$ cat src/rtl/pipe_pkg.sv
// Shared types and default widths for the pipe_stage valid/ready register slice.
// The skid-buffer state type is only used when PIPE_SKID_EN is defined.
package pipe_pkg;

    localparam int PIPE_CTRL_W = 16;
    localparam int PIPE_DATA_W = 128;
    localparam int PIPE_CNT_W  = 16;

    typedef enum logic [1:0] {
        EMPTY = 2'd0,
        ONE   = 2'd1,
        TWO   = 2'd2
    } skid_state_e;

endpackage

$ cat src/rtl/pipe_skid_buf.sv
// Two-entry (main + skid) buffer with a registered in_ready, used by pipe_stage
// when PIPE_SKID_EN is defined. Control payload is zeroed whenever an entry is empty.
module pipe_skid_buf
    import pipe_pkg::*;
#(
    parameter int CTRL_W = PIPE_CTRL_W,
    parameter int DATA_W = PIPE_DATA_W
) (
    input  logic              clk,
    input  logic              rst_n,
    input  logic              in_valid,
    input  logic [CTRL_W-1:0] in_ctrl,
    input  logic [DATA_W-1:0] in_data,
    input  logic              flush,
    input  logic              out_ready,
    output logic              in_ready,
    output logic              out_valid,
    output logic [CTRL_W-1:0] out_ctrl,
    output logic [DATA_W-1:0] out_data
);

    skid_state_e       state_q, state_d;
    logic              in_ready_q, in_ready_d;
    logic              out_valid_q, out_valid_d;
    logic [CTRL_W-1:0] main_ctrl_q, main_ctrl_d, skid_ctrl_q, skid_ctrl_d;
    logic [DATA_W-1:0] main_data_q, main_data_d, skid_data_q, skid_data_d;
    logic              accept_s, emit_s;

    // Next-state and datapath selection for the two entries.
    always_comb begin
        state_d     = state_q;
        main_ctrl_d = main_ctrl_q;
        main_data_d = main_data_q;
        skid_ctrl_d = skid_ctrl_q;
        skid_data_d = skid_data_q;
        accept_s    = in_valid & in_ready_q;
        emit_s      = out_valid_q & out_ready;
        if (flush) begin
            state_d     = EMPTY;
            main_ctrl_d = {CTRL_W{1'b0}};
            skid_ctrl_d = {CTRL_W{1'b0}};
        end else begin
            case (state_q)
                EMPTY: begin
                    if (accept_s) begin
                        main_ctrl_d = in_ctrl;
                        main_data_d = in_data;
                        state_d     = ONE;
                    end else begin
                        state_d = EMPTY;
                    end
                end
                ONE: begin
                    if (accept_s && emit_s) begin
                        main_ctrl_d = in_ctrl;
                        main_data_d = in_data;
                    end else if (accept_s) begin
                        skid_ctrl_d = in_ctrl;
                        skid_data_d = in_data;
                        state_d     = TWO;
                    end else if (emit_s) begin
                        main_ctrl_d = {CTRL_W{1'b0}};
                        state_d     = EMPTY;
                    end else begin
                        state_d = ONE;
                    end
                end
                TWO: begin
                    // in_ready is low here, so only the skid-to-main move can happen.
                    if (emit_s) begin
                        main_ctrl_d = skid_ctrl_q;
                        main_data_d = skid_data_q;
                        skid_ctrl_d = {CTRL_W{1'b0}};
                        state_d     = ONE;
                    end else begin
                        state_d = TWO;
                    end
                end
                default: begin
                    state_d     = EMPTY;
                    main_ctrl_d = {CTRL_W{1'b0}};
                    skid_ctrl_d = {CTRL_W{1'b0}};
                end
            endcase
        end
        in_ready_d  = (state_d != TWO);
        out_valid_d = (state_d != EMPTY);
    end

    // State, entries and registered handshake outputs.
    always_ff @(posedge clk or negedge rst_n) begin
        if (!rst_n) begin
            state_q     <= EMPTY;
            in_ready_q  <= 1'b1;
            out_valid_q <= 1'b0;
            main_ctrl_q <= {CTRL_W{1'b0}};
            main_data_q <= {DATA_W{1'b0}};
            skid_ctrl_q <= {CTRL_W{1'b0}};
            skid_data_q <= {DATA_W{1'b0}};
        end else begin
            state_q     <= state_d;
            in_ready_q  <= in_ready_d;
            out_valid_q <= out_valid_d;
            main_ctrl_q <= main_ctrl_d;
            main_data_q <= main_data_d;
            skid_ctrl_q <= skid_ctrl_d;
            skid_data_q <= skid_data_d;
        end
    end

    assign in_ready  = in_ready_q;
    assign out_valid = out_valid_q;
    assign out_ctrl  = main_ctrl_q;
    assign out_data  = main_data_q;

endmodule

$ cat src/rtl/pipe_stage.sv
// Valid/ready pipeline stage with flush-to-bubble and a saturating stall counter.
// Define PIPE_SKID_EN to use a 2-entry skid buffer with registered in_ready.
module pipe_stage
    import pipe_pkg::*;
#(
    parameter int CTRL_W = PIPE_CTRL_W,
    parameter int DATA_W = PIPE_DATA_W,
    parameter int CNT_W  = PIPE_CNT_W
) (
    input  logic              clk,
    input  logic              rst_n,
    input  logic              in_valid,
    output logic              in_ready,
    input  logic [CTRL_W-1:0] in_ctrl,
    input  logic [DATA_W-1:0] in_data,
    input  logic              flush,
    output logic              out_valid,
    input  logic              out_ready,
    output logic [CTRL_W-1:0] out_ctrl,
    output logic [DATA_W-1:0] out_data,
    output logic [CNT_W-1:0]  stall_cnt,
    input  logic              stall_cnt_clr
);

    logic             out_valid_s;
    logic [CNT_W-1:0] stall_cnt_q, stall_cnt_d;

`ifdef PIPE_SKID_EN
    pipe_skid_buf #(
        .CTRL_W (CTRL_W),
        .DATA_W (DATA_W)
    ) u_skid_buf (
        .clk       (clk),
        .rst_n     (rst_n),
        .in_valid  (in_valid),
        .in_ctrl   (in_ctrl),
        .in_data   (in_data),
        .flush     (flush),
        .out_ready (out_ready),
        .in_ready  (in_ready),
        .out_valid (out_valid_s),
        .out_ctrl  (out_ctrl),
        .out_data  (out_data)
    );
`else
    logic              valid_q, valid_d;
    logic [CTRL_W-1:0] ctrl_q, ctrl_d;
    logic [DATA_W-1:0] data_q, data_d;
    logic              accept_s, emit_s;

    assign in_ready = ~valid_q | out_ready;

    // Single-register next state; flush beats a same-cycle accept.
    always_comb begin
        valid_d  = valid_q;
        ctrl_d   = ctrl_q;
        data_d   = data_q;
        accept_s = in_valid & in_ready;
        emit_s   = valid_q & out_ready;
        if (flush) begin
            valid_d = 1'b0;
            ctrl_d  = {CTRL_W{1'b0}};
        end else if (accept_s) begin
            valid_d = 1'b1;
            ctrl_d  = in_ctrl;
            data_d  = in_data;
        end else if (emit_s) begin
            valid_d = 1'b0;
            ctrl_d  = {CTRL_W{1'b0}};
        end else begin
            valid_d = valid_q;
        end
    end

    // Stage register.
    always_ff @(posedge clk or negedge rst_n) begin
        if (!rst_n) begin
            valid_q <= 1'b0;
            ctrl_q  <= {CTRL_W{1'b0}};
            data_q  <= {DATA_W{1'b0}};
        end else begin
            valid_q <= valid_d;
            ctrl_q  <= ctrl_d;
            data_q  <= data_d;
        end
    end

    assign out_valid_s = valid_q;
    assign out_ctrl    = ctrl_q;
    assign out_data    = data_q;
`endif

    // Backpressure counter: clear wins, flush cycles are not counted, no wrap.
    always_comb begin
        if (stall_cnt_clr) begin
            stall_cnt_d = {CNT_W{1'b0}};
        end else if (out_valid_s && !out_ready && !flush &&
                     (stall_cnt_q != {CNT_W{1'b1}})) begin
            stall_cnt_d = stall_cnt_q + {{(CNT_W-1){1'b0}}, 1'b1};
        end else begin
            stall_cnt_d = stall_cnt_q;
        end
    end

    // Stall counter register.
    always_ff @(posedge clk or negedge rst_n) begin
        if (!rst_n) begin
            stall_cnt_q <= {CNT_W{1'b0}};
        end else begin
            stall_cnt_q <= stall_cnt_d;
        end
    end

    assign out_valid = out_valid_s;
    assign stall_cnt = stall_cnt_q;

endmodule
$ cat config.mk
export PLATFORM = sky130hd
export DESIGN_NAME = pipe_stage
export DESIGN_NICKNAME = d
export VERILOG_FILES = /design/src/rtl/pipe_pkg.sv /design/src/rtl/pipe_skid_buf.sv /design/src/rtl/pipe_stage.sv
export SDC_FILE = /design/constraint.sdc
export NUM_CORES = 1
export LEC_CHECK = 0
export ABC_AREA = 1
export BUFFER_PORTS_ARGS = -buffer_cell sky130_fd_sc_hd__buf_2
export CAP_MARGIN = 20
export CORE_AREA = 2 2 120 122
export DETAILED_ROUTE_END_ITERATION = 10
export DIE_AREA = 0 0 122 124
export GPL_ROUTABILITY_DRIVEN = 0
export PLACE_DENSITY_LB_ADDON = 0.12
export SLEW_MARGIN = 30
export SYNTH_ARGS = -nofsm -noshare
export SYNTH_HDL_FRONTEND = slang
export SYNTH_SLANG_ARGS = --single-unit
$ cat constraint.sdc
create_clock -name clk -period 3.9 [get_ports clk]
set_input_delay 0.585 -clock clk [delete_from_list [all_inputs] [get_ports clk]]
set_output_delay 0.585 -clock clk [all_outputs]
set_load 0.005 [all_outputs]
Word-level counts from Yosys, hierarchy flattened --
Cells that the tools add are included.
Cells by class: $add $sub $neg 1, equal/unequal tests 1, multiplexer cells 8, bitwise logic cells 5, reductions and logical operators 8
Operators by type and width (count):
- two-way mux 16 bit | 5
- adder 16 x 1 -> 16 bit (second input constant) | 1
- inequality test 16 bit (second input constant) | 1
- logical AND 1 bit | 3
- two-way mux 1 bit | 3
- nonzero test 3 bit | 1
- bitwise AND 1 bit | 2
- zero test 1 bit | 2
- NOT 1 bit | 2
- AND reduction 2 bit | 1
- nonzero test 2 bit | 1
- bitwise OR 1 bit | 1
Word-level totals: flip-flop bits (word level) 161, input bits 150, output and inout bits 162, word-level logic and storage cells 27

Depth between registers and ports, before layout --
Gate-level depths: netlist (run 1).
depth after elaboration 6, gate-level depth with buffers 10

Worst setup path after synthesis (run 1) --
Ideal clock, no wire load.
kind input port to flip-flop, start input out_ready, end register data_q[114], in the netlist out_data[114], setup time 125 ps, data arrival time 1602 ps, data required time 3775 ps, path slack 2173 ps, stages 6, path buffers 2, path through inv_1 > nand2_1 > nand3_2 > buf_2 > buf_2 > mux2_2
On the way: word-level cells in the longest chain between the ends 3
RTL lines:
- start: declaration | line pipe_stage.sv:18 | input logic out_ready,
- bitwise OR 1 bit | line pipe_stage.sv:51 | assign in_ready = ~valid_q | out_ready;
- net in_ready | line pipe_stage.sv:13 | output logic in_ready,
- bitwise AND 1 bit | line pipe_stage.sv:58 | accept_s = in_valid & in_ready;
- AND reduction 2 bit (no source line)
- end signal: assignment | line pipe_stage.sv:80 | data_q <= {DATA_W{1'b0}};
- end signal: assignment | line pipe_stage.sv:84 | data_q <= data_d;
- end: declaration | line pipe_stage.sv:48 | logic [DATA_W-1:0] data_q, data_d;
The timed path passes the listed nets, and every way through them passes these cells. A chain may end at the register's enable or synchronous reset.

Worst setup path after layout (run 1) --
start register valid_q, in the netlist out_valid, end register data_q[110], in the netlist out_data[110]
On the way: word-level cells in the longest chain between the ends 4
RTL lines:
- start: declaration | line pipe_stage.sv:46 | logic valid_q, valid_d;
- start signal: assignment | line pipe_stage.sv:82 | valid_q <= valid_d;
- NOT 1 bit | line pipe_stage.sv:51
- bitwise OR 1 bit | line pipe_stage.sv:51
- bitwise AND 1 bit | line pipe_stage.sv:58
- AND reduction 2 bit (no source line)
Every way passes these cells.

==> metrics.txt, run 1 <==
Mapped Cells 496; status finished, final reports clean; die area approximately 15000 um2; Max-Cap Viols 0; Simple-Gate Fraction of Synth Area a little under a tenth; Ys Warns 0; flops & latches, synth around 160; CP max stage delay 0.53 ns; Fin. Hold Viols 0; largest net degree at the start of global routing 83; count of final setup violators 0; Register Area 4029 um2; cell taking the most area after synthesis dfrtp_1; top cells by area, synth dfrtp_1, mux2_2, nand2_1; CTS Buf Count 17; die height around 120 um; VDD IR max around 270 uV; Seq/Total Area, Yosys 62.45%; most common cell after layout, fill and taps aside buf_2; Rel. slew slack between 50% and 60%; first-pass GRT wire length approximately 24000 um; period utilisation layout between 50% and 60%; kind of critical path register to register; Worst Hold Class input port to asynchronous set/reset pin; clk buf depth 2; Worst-Skew Late Latency 0.41 ns; main combinational cell family by area after synthesis multiplexers; Fillers 1136; Clk network pwr share approximately 35%; hold buffers post-CTS 0; share of cells above drive strength 1 58.59%; multiplexer area fraction after synthesis about 22%; I/O pins between 300 and 400; RSZ-0062 raised after global routing no; total global-route track usage roughly 21%; vias in the first global route 4872; leakage 4.482 nW; DPL Wire Length 12190 um; Layout Utilization between 60% and 70%; syn_nets 647; Final Critical Period 2.111 ns; initial drt markers roughly 190; Pint ~3.2 mW; sequential share of power 47.7%; Worst Setup End Kind register; Area Growth Syn to Fin 35.32%; WL/cell roughly 16 um; power per cell area between 400 and 500 nW/um2; Synth Area in Compound Gates 1.474%; mapped cell area ~6500 um2; worst path cell trace nand2_1 > nand3_4 > buf_4 > mux2_2; worst-margin pin slew 0.7238 ns; setup TNS 0 ns; Final Max Tran Viols 0; most frequent cells in the layout buf_2, dfrtp_1, mux2_2, nand2_1, nand3_1; CTS tree yes; initial antenna violation count 0; Final ANT Viol Nets 0; root buffer cell clkbuf_16; distinct cell type count after synthesis 24; Avg Inst Size Synth around 13 um2; critical path data arrival time ~2.4 ns; synthesized-area fraction occupied by adder cells 0.1939%; r2r worst-path depth 4; drt total wl 16020 um; footprint of the multi-input gates between 2000 and 2500 um2; Die X between 100 and 150 um; DR pass1 iterations 4; H-tree levels 4; IO Port Bufs 311; Via density just under 5; post-CTS setup buffers 0; Logic pwr share about 17%; switching share of total power between 20% and 30%; Final Total Pwr ~4.3 mW; CP startpoint kind register; Initial Utilization 47.02%; CP required between 4 and 5 ns; share of the synthesized area in the top cell type a little over three fifths; final setup skew roughly 0.008 ns; via count between 4000 and 5000; crit-path max FO 55; core box area approximately 14000 um2; P_sw 1.049 mW; GRT Residual Overflow 0; antenna cells 0; CTS-repair resized insts 0; DRC violations left 0; nets@finish between 900 and 1000; fmax about 470 MHz; row count 43; clk sinks around 160; Slowest cell on crit path nand3_4; Clock transition at path regs 0.06 ns; post-synthesis xor/xnor area fraction less than 1%
==> cell usage after synthesis <==
library cell / n
nand2_2: 1
o21ai_1: 1
ha_1: 1
buf_2: 11
dfrtp_1: 161
o21ai_0: 17
buf_4: 4
buf_6: 1
clkbuf_1: 2
nor2_4: 3
a21oi_1: 1
nor2_1: 14
buf_1: 2
xor2_1: 4
inv_2: 2
nor2_2: 3
nand2_1: 62
nand3_1: 33
nand4_1: 12
inv_1: 30
nand3_2: 1
nor3_1: 1
nand3b_1: 1
mux2_2: 128
==> cell families (layout without fill, tap and decap cells) <==
group,after synthesis,in the layout
multiplexers,128,128
AND/OR/NAND/NOR,131,131
flip-flops,161,161
buffers and inverters,52,377
adder cells (fa/ha/maj),1,1
XOR/XNOR,4,4
AO/OA/AOI/OAI,19,19
==> flip-flops by register name, summed over array words and instances (netlist names) <==
register	flops
out_valid	1
stall_cnt	16
out_data	128
out_ctrl	16
==> power groups by stage <==
stage / logic, mW / registers (mW) / clock network, mW
final: 0.720 / 2.03 / 1.51
after global routing: 0.790 / 2.06 / 1.63
after CTS: 0.736 / 2.04 / 1.55
after detailed placement: 0.735 / 2.06 / 0
after global placement: 0.716 / 2.05 / 0
after floorplan: 0.279 / 2.08 / 0
==> metal layers <==
| metal | GRT usage, % | up-vias | part of all wire, % |
|---|---|---|---|
| met1 | 21.84 | 2357 | 37 |
| met5 | 0 | - | 0 |
| met4 | 9.698 | 0 | 2.9 |
| met2 | 37.33 | 198 | 52 |
| met3 | 7.234 | 33 | 8.2 |
| li1 | - | 2300 | - |
==> worst max-delay path, delay by kind of cell (launching register included) <==
kind          cells  cell delay, ns
buf+inv           1            0.49
flops             1            0.43
mux               1            0.32
simple gates      2            0.72
==> path summary, 6_finish.rpt <==
path                              start             to  slack, ns
max                           out_valid  out_data[110]       1.79
min                               rst_n   stall_cnt[5]       0.19
max reg2reg                   out_valid  out_data[110]       1.79
min reg2reg                out_data[34]   out_data[34]       0.50
max in group asynchronous         rst_n   out_data[98]       2.84
min in group clk             in_data[1]    out_data[1]       0.40
==> final cells by class <==
| class | instances | share of cell area, % |
|---|---|---|
| Sequential cell | 161 | 46.15 |
| Multi-Input combinational cell | 283 | 25.23 |
| Timing Repair Buffer | 315 | 18.53 |
| Clock buffer | 21 | 5.160 |
| Tap cell | 180 | 2.580 |
| Inverter | 32 | 1.376 |
| Clock inverter | 9 | 0.9746 |
==> per-stage QoR <==
stage,hold WS (ns),area (um2),setup slack [ns],instances
after floorplan,0.2894,6451,2.173,496
after global placement,0.4822,8190,1.399,971
after detailed placement,0.4873,8190,1.351,971
after CTS,0.2219,8726,1.780,1001
after global routing,0.2396,8730,1.665,1001
final,0.1919,8730,1.789,1001
(Power assumes the default switching activity.)
==> run 2, diff against run 1 <==
--- a/config.mk
+++ b/config.mk
@@ -8,9 +8,9 @@
 export ABC_AREA = 1
 export BUFFER_PORTS_ARGS = -buffer_cell sky130_fd_sc_hd__buf_2
 export CAP_MARGIN = 20
-export CORE_AREA = 2 2 120 122
+export CORE_MARGIN = 2
+export CORE_UTILIZATION = 42
 export DETAILED_ROUTE_END_ITERATION = 10
-export DIE_AREA = 0 0 122 124
 export GPL_ROUTABILITY_DRIVEN = 0
 export PLACE_DENSITY_LB_ADDON = 0.12
 export SLEW_MARGIN = 30
==> constraint.sdc (replaced) <==
create_clock -name clk -period 1.7 [get_ports clk]
set_input_delay 0.255 -clock clk [delete_from_list [all_inputs] [get_ports clk]]
set_output_delay 0.255 -clock clk [all_outputs]
set_load 0.005 [all_outputs]
==> run 2 against run 1 <==
Net effect: flip-flop and latch count did not move; power rose by 140%; die area rose by 8.2%; final area rose by 3.1%; count of clock-buffer cells in the layout did not move; utilization fell by 4.0 points; combinational power rose by 130%; first-iteration DRC count rose by 16%; fmax rose by 35%; largest cell class unchanged.
==> metrics.txt, run 2 (same netlist as run 1, synthesis figures left out) <==
GRT Residual Overflow 0 (unchanged); crit-path max FO 9 (-84%); count of final setup violators 0 (unchanged); worst path cell trace ha_1 > nand2_1 > nor2_4 > nand2_2 > nor2_2 > nor2_2 > buf_4 > nand3_1 > nand2_1; Final ANT Viol Nets 0 (unchanged); worst-margin pin slew 0.5142 ns (-0.2096 ns); row count 45 (+4.7%); Clock transition at path regs 0.06 ns (about the same); drt total wl 16750 um (+4.5%); Area Growth Syn to Fin 39.51%; Final Max Tran Viols 0 (unchanged); period utilisation layout 92.08% (+38 points); Die X 127.9 um (+4.9%); VDD IR max 700.2 uV (+160%); Fin. Hold Viols 0 (unchanged); CP startpoint kind register; status finished, final reports clean; CTS tree yes; setup TNS 0 ns (unchanged); Initial Utilization 42.75% (-4.3 points); DR pass1 iterations 4 (unchanged); most frequent cells in the layout buf_2, dfrtp_1, mux2_2, nand2_1, nand3_1; Worst Setup End Kind register; total global-route track usage 20.85% (+0.080 points); nets@finish 979 (+1.9%); Slowest cell on crit path dfrtp_1; first-pass GRT wire length 26230 um (+9.8%); power per cell area 1141 nW/um2 (+130%); clk buf depth 2 (unchanged); Via density 4.845 (-0.78%); DPL Wire Length 12470 um (+2.3%); fmax 638.8 MHz (+35%); Worst-Skew Late Latency 0.42 ns (about the same); CP max stage delay 0.39 ns (-0.14 ns); Final Critical Period 1.565 ns (-0.5460 ns); RSZ-0062 raised after global routing no; Max-Cap Viols 0 (unchanged); core box area 15090 um2 (+10%); delay-heaviest family, CP simple AND/OR/NAND/NOR gates; die height 127.9 um (+3.2%); H-tree levels 4 (unchanged); via count 4976 (+1.8%); setup slack, reg-to-reg 0.13 ns (-1.65 ns); Worst Hold Class input port to register; share of cells above drive strength 1 59.71% (+1.1 points); initial drt markers 214 (+16%); initial antenna violation count 0 (unchanged); die area 16370 um2 (+8.2%); worst path bufs/invs 1 (unchanged); CTS Buf Count 17 (unchanged); CP required 2.06 ns (-2.14 ns); leakage 4.639 nW (+3.5%); Layout Cells excl Fill 1027 (+2.6%); root buffer cell clkbuf_16; IO Port Bufs 311 (unchanged); clk sinks 161 (unchanged); Inst Count DP 996 (+2.6%); WL/cell 16.31 um (+1.9%); most common cell after layout, fill and taps aside buf_2; Rel. slew slack 65.68% (+14 points); kind of critical path register to register; vias in the first global route 5131 (+5.3%); critical path data arrival time 1.92 ns (-0.49 ns); largest net degree at the start of global routing 64 (-23%); number of flip-flops in the largest register 128 (unchanged); antenna cells 0 (unchanged); I/O pins 312 (unchanged); DRC violations left 0 (unchanged); final setup skew 0.01005 ns (+0.002087 ns); post-CTS setup buffers 0 (unchanged)
[run 2: changes by cell type in the layout (fill, tap and decap cells not counted), sizes merged]
cell / delta
dlygate4sd3: +1
clkinvlp: -2
buf: +17
bufinv: +2
[run 2: worst reg2reg max path, stage by stage, from the launching register on]
cell	delay (ns)
dfrtp_1	0.39
ha_1	0.24
nand2_1	0.13
nor2_4	0.05
nand2_2	0.08
nor2_2	0.04
nor2_2	0.16
buf_4	0.21
nand3_1	0.09
nand2_1	0.11
[run 2: worst paths after layout]
kind	endpoint	from	cells past startpoint
hold / removal	out_data[105]	in_data[105]	2
setup / recovery	stall_cnt[6]	stall_cnt[0]	9
min in group asynchronous	stall_cnt[13]	rst_n	2
setup reg to reg	stall_cnt[6]	stall_cnt[0]	9
max in group asynchronous	out_ctrl[7]	rst_n	3
hold reg to reg	out_data[30]	out_data[30]	1
[run 2: layout make-up]
| type | count | area [um2] |
|---|---|---|
| multi-input cells | 283 | 2198 |
| well taps | 188 | 235.2 |
| inverters | 32 | 120.1 |
| clock inverters | 9 | 130.1 |
| fillers | 1278 | 6090 |
| repair buffers | 333 | 1805 |
| flip-flops and latches | 161 | 4030 |
| clock buffers | 21 | 480.5 |
[run 2: through the flow]
step                      power (mW)  instance area (um2)  utilization, %  hold slack [ns]  worst slack, ns
after floorplan                5.407                 6451               -         -0.04059           0.1389
after global placement         6.373                 8378           55.52           0.2120           0.1720
after detailed placement       6.436                 8378           55.52           0.2165           0.1314
after CTS                      10.42                 8999           59.64          0.04287           0.1131
after global routing           10.80                 9000           59.64          0.04396          0.02949
final                          10.26                 9000           59.64          0.06364           0.1347
[run 2: timing repair]
action	in CTS	in global routing
resized for setup	0	1
hold buffers	1	0
setup endpoints to repair	0	10
endpoints found under the hold margin	37	0
[run 2: layer usage]
metal	routed length [um]	vias up	track usage, %
met5	0	-	0
met4	411	0	8.727
met3	1355	32	6.928
met2	8303	214	34.76
met1	6676	2380	24.89
li1	-	2350	-
[run 2: power by group]
part | total [mW] | internal [mW] | leakage [nW] | switching (mW)
clock | 3.93 | 2.45 | 0.301 | 1.48
combinational | 1.69 | 0.977 | 2.38 | 0.709
sequential | 4.65 | 4.39 | 1.95 | 0.261
==> run 3, diff against run 2 <==
--- a/config.mk
+++ b/config.mk
@@ -13,6 +13,7 @@
 export DETAILED_ROUTE_END_ITERATION = 10
 export GPL_ROUTABILITY_DRIVEN = 0
 export PLACE_DENSITY_LB_ADDON = 0.12
+export RECOVER_POWER = 100
 export SLEW_MARGIN = 30
 export SYNTH_ARGS = -nofsm -noshare
 export SYNTH_HDL_FRONTEND = slang
==> run 3 against run 2 <==
Net effect: utilization down 1.2 points; critical path depth down 5; global-route usage unchanged; routed wire length down 0.10%; critical endpoint is now out_data[13]; largest power group unchanged; highest routed layer unchanged.
==> metrics.txt, run 3 (same netlist as run 1, synthesis figures left out) <==
DRC violations left 0 (unchanged); first-pass GRT wire length 26230 um (unchanged); die area 16370 um2 (unchanged); number of flip-flops in the largest register 128 (unchanged); initial drt markers 222 (+3.7%); Worst-Skew Late Latency 0.42 ns (about the same); GRT Residual Overflow 0 (unchanged); I/O pins 312 (unchanged); count of final setup violators 0 (unchanged); met3 wire length 1381 um (+1.9%); most common cell after layout, fill and taps aside buf_2; worst reg2reg path endpoint out_data[13]; DR pass1 iterations 4 (unchanged); kind of critical path register to register; fmax 636.1 MHz (-0.43%); critical path data arrival time 1.87 ns (-0.05 ns); met2 WL 8310 um (about the same); Initial Utilization 42.75% (unchanged); IO Port Bufs 311 (unchanged); CP startpoint kind register; Via density 4.825 (-0.42%); r2r worst-path depth 4 (-5); Rel. slew slack 21.99% (-44 points); Worst Hold Class input port to register; CTS Buf Count 17 (unchanged); via count 4955 (-0.42%); period utilisation layout 92.48% (+0.40 points); leakage 4.309 nW (-7.1%); Worst Setup End Kind register; clk sinks 161 (unchanged); Area Growth Syn to Fin 36.77%; clk buf depth 2 (unchanged); total global-route track usage 20.85% (unchanged); Final Critical Period 1.572 ns (+0.006817 ns); most frequent cells in the layout buf_2, dfrtp_1, mux2_2, clkbuf_1, nand2_1; share of cells above drive strength 1 47.56% (-12 points); antenna cells 0 (unchanged); RSZ-0062 raised after global routing no; Worst Setup EP out_data[13]; setup TNS 0 ns (unchanged); Die X 127.9 um (unchanged); Final ANT Viol Nets 0 (unchanged); VDD IR max 698.2 uV (-0.29%); row count 45 (unchanged); final setup skew 0.009642 ns (-0.0004060 ns); root buffer cell clkbuf_16; Fillers 1318 (+3.1%); H-tree levels 4 (unchanged); WL/cell 16.29 um (-0.10%); Clock transition at path regs 0.06 ns (about the same); drt total wl 16730 um (-0.10%); crit-path max FO 63 (+54); CP startpoint out_valid; setup slack, reg-to-reg 0.13 ns (about the same); core box area 15090 um2 (unchanged); largest net degree at the start of global routing 64 (unchanged); Fin Hold WS 0.06349 ns (-0.0001475 ns); status finished, final reports clean; Final Max Tran Viols 0 (unchanged); top sig layer met4; DPL Wire Length 12470 um (unchanged); CTS tree yes; initial antenna violation count 0 (unchanged); routed length on met1 6611 um (-0.97%); worst-margin pin slew 1.170 ns (+0.6559 ns); Fin. Hold Viols 0 (unchanged); CP required 1.99 ns (-0.07 ns); nets@finish 979 (unchanged); post-CTS setup buffers 0 (unchanged); reg2reg start out_valid; die height 127.9 um (unchanged); vias in the first global route 5131 (unchanged); Max-Cap Viols 0 (unchanged); power per cell area 1153 nW/um2 (+1.1%); Final Total Pwr 10.17 mW (-0.91%)
run 3: how the worst min path moves through the flow:
stage                     to         start  cells after the start
3_5_place_dp   stall_cnt[13]         rst_n                      1
5_1_grt         out_data[19]   in_data[19]                      2
4_1_cts        out_data[105]  in_data[105]                      2
2_1_floorplan    out_ctrl[0]         rst_n                      0
3_3_place_gp    stall_cnt[5]         rst_n                      1
6_report       out_data[105]  in_data[105]                      2
run 3: area by class of cell:
| class | instances | area (um2) | area share [%] |
|---|---|---|---|
| Tap cell | 188 | 235.2 | 2.666 |
| Clock inverter | 9 | 130.1 | 1.475 |
| Inverter | 32 | 120.1 | 1.361 |
| Timing Repair Buffer | 333 | 1629 | 18.46 |
| Clock buffer | 21 | 480.5 | 5.445 |
| Sequential cell | 161 | 4030 | 45.68 |
| Multi-Input combinational cell | 283 | 2198 | 24.91 |
run 3: critical path, stage by stage (launching register included):
cell	delay, ns
dfrtp_1	0.34
nand2_1	0.11
nand3_4	0.11
buf_6	0.45
mux2_2	0.41
run 3: repair_timing:
action,4_1_cts,5_1_grt
hold buffers,1,0
endpoints found under the hold margin,37,0
gates resized for setup,0,1
setup endpoints to repair,0,10
run 3: where the power goes:
group          switching, mW  internal (mW)
clock network           1.48           2.45
registers              0.272           4.39
logic                  0.708          0.873
run 3: metrics by stage:
step                      setup slack [ns]  instances  cell area, um2  util [%]
after floorplan                     0.1389        496            6451         -
after global placement              0.1720        996            8378     55.52
after detailed placement            0.1314        996            8378     55.52
after CTS                           0.1131       1027            8999     59.64
after global routing               0.01468       1027            8823     58.47
final                               0.1278       1027            8823     58.47
run 3: per-layer routing:
metal	vias up	track usage (%)
met2	217	34.76
met1	2368	24.89
li1	2334	-
met4	0	8.727
met3	36	6.928
met5	-	0
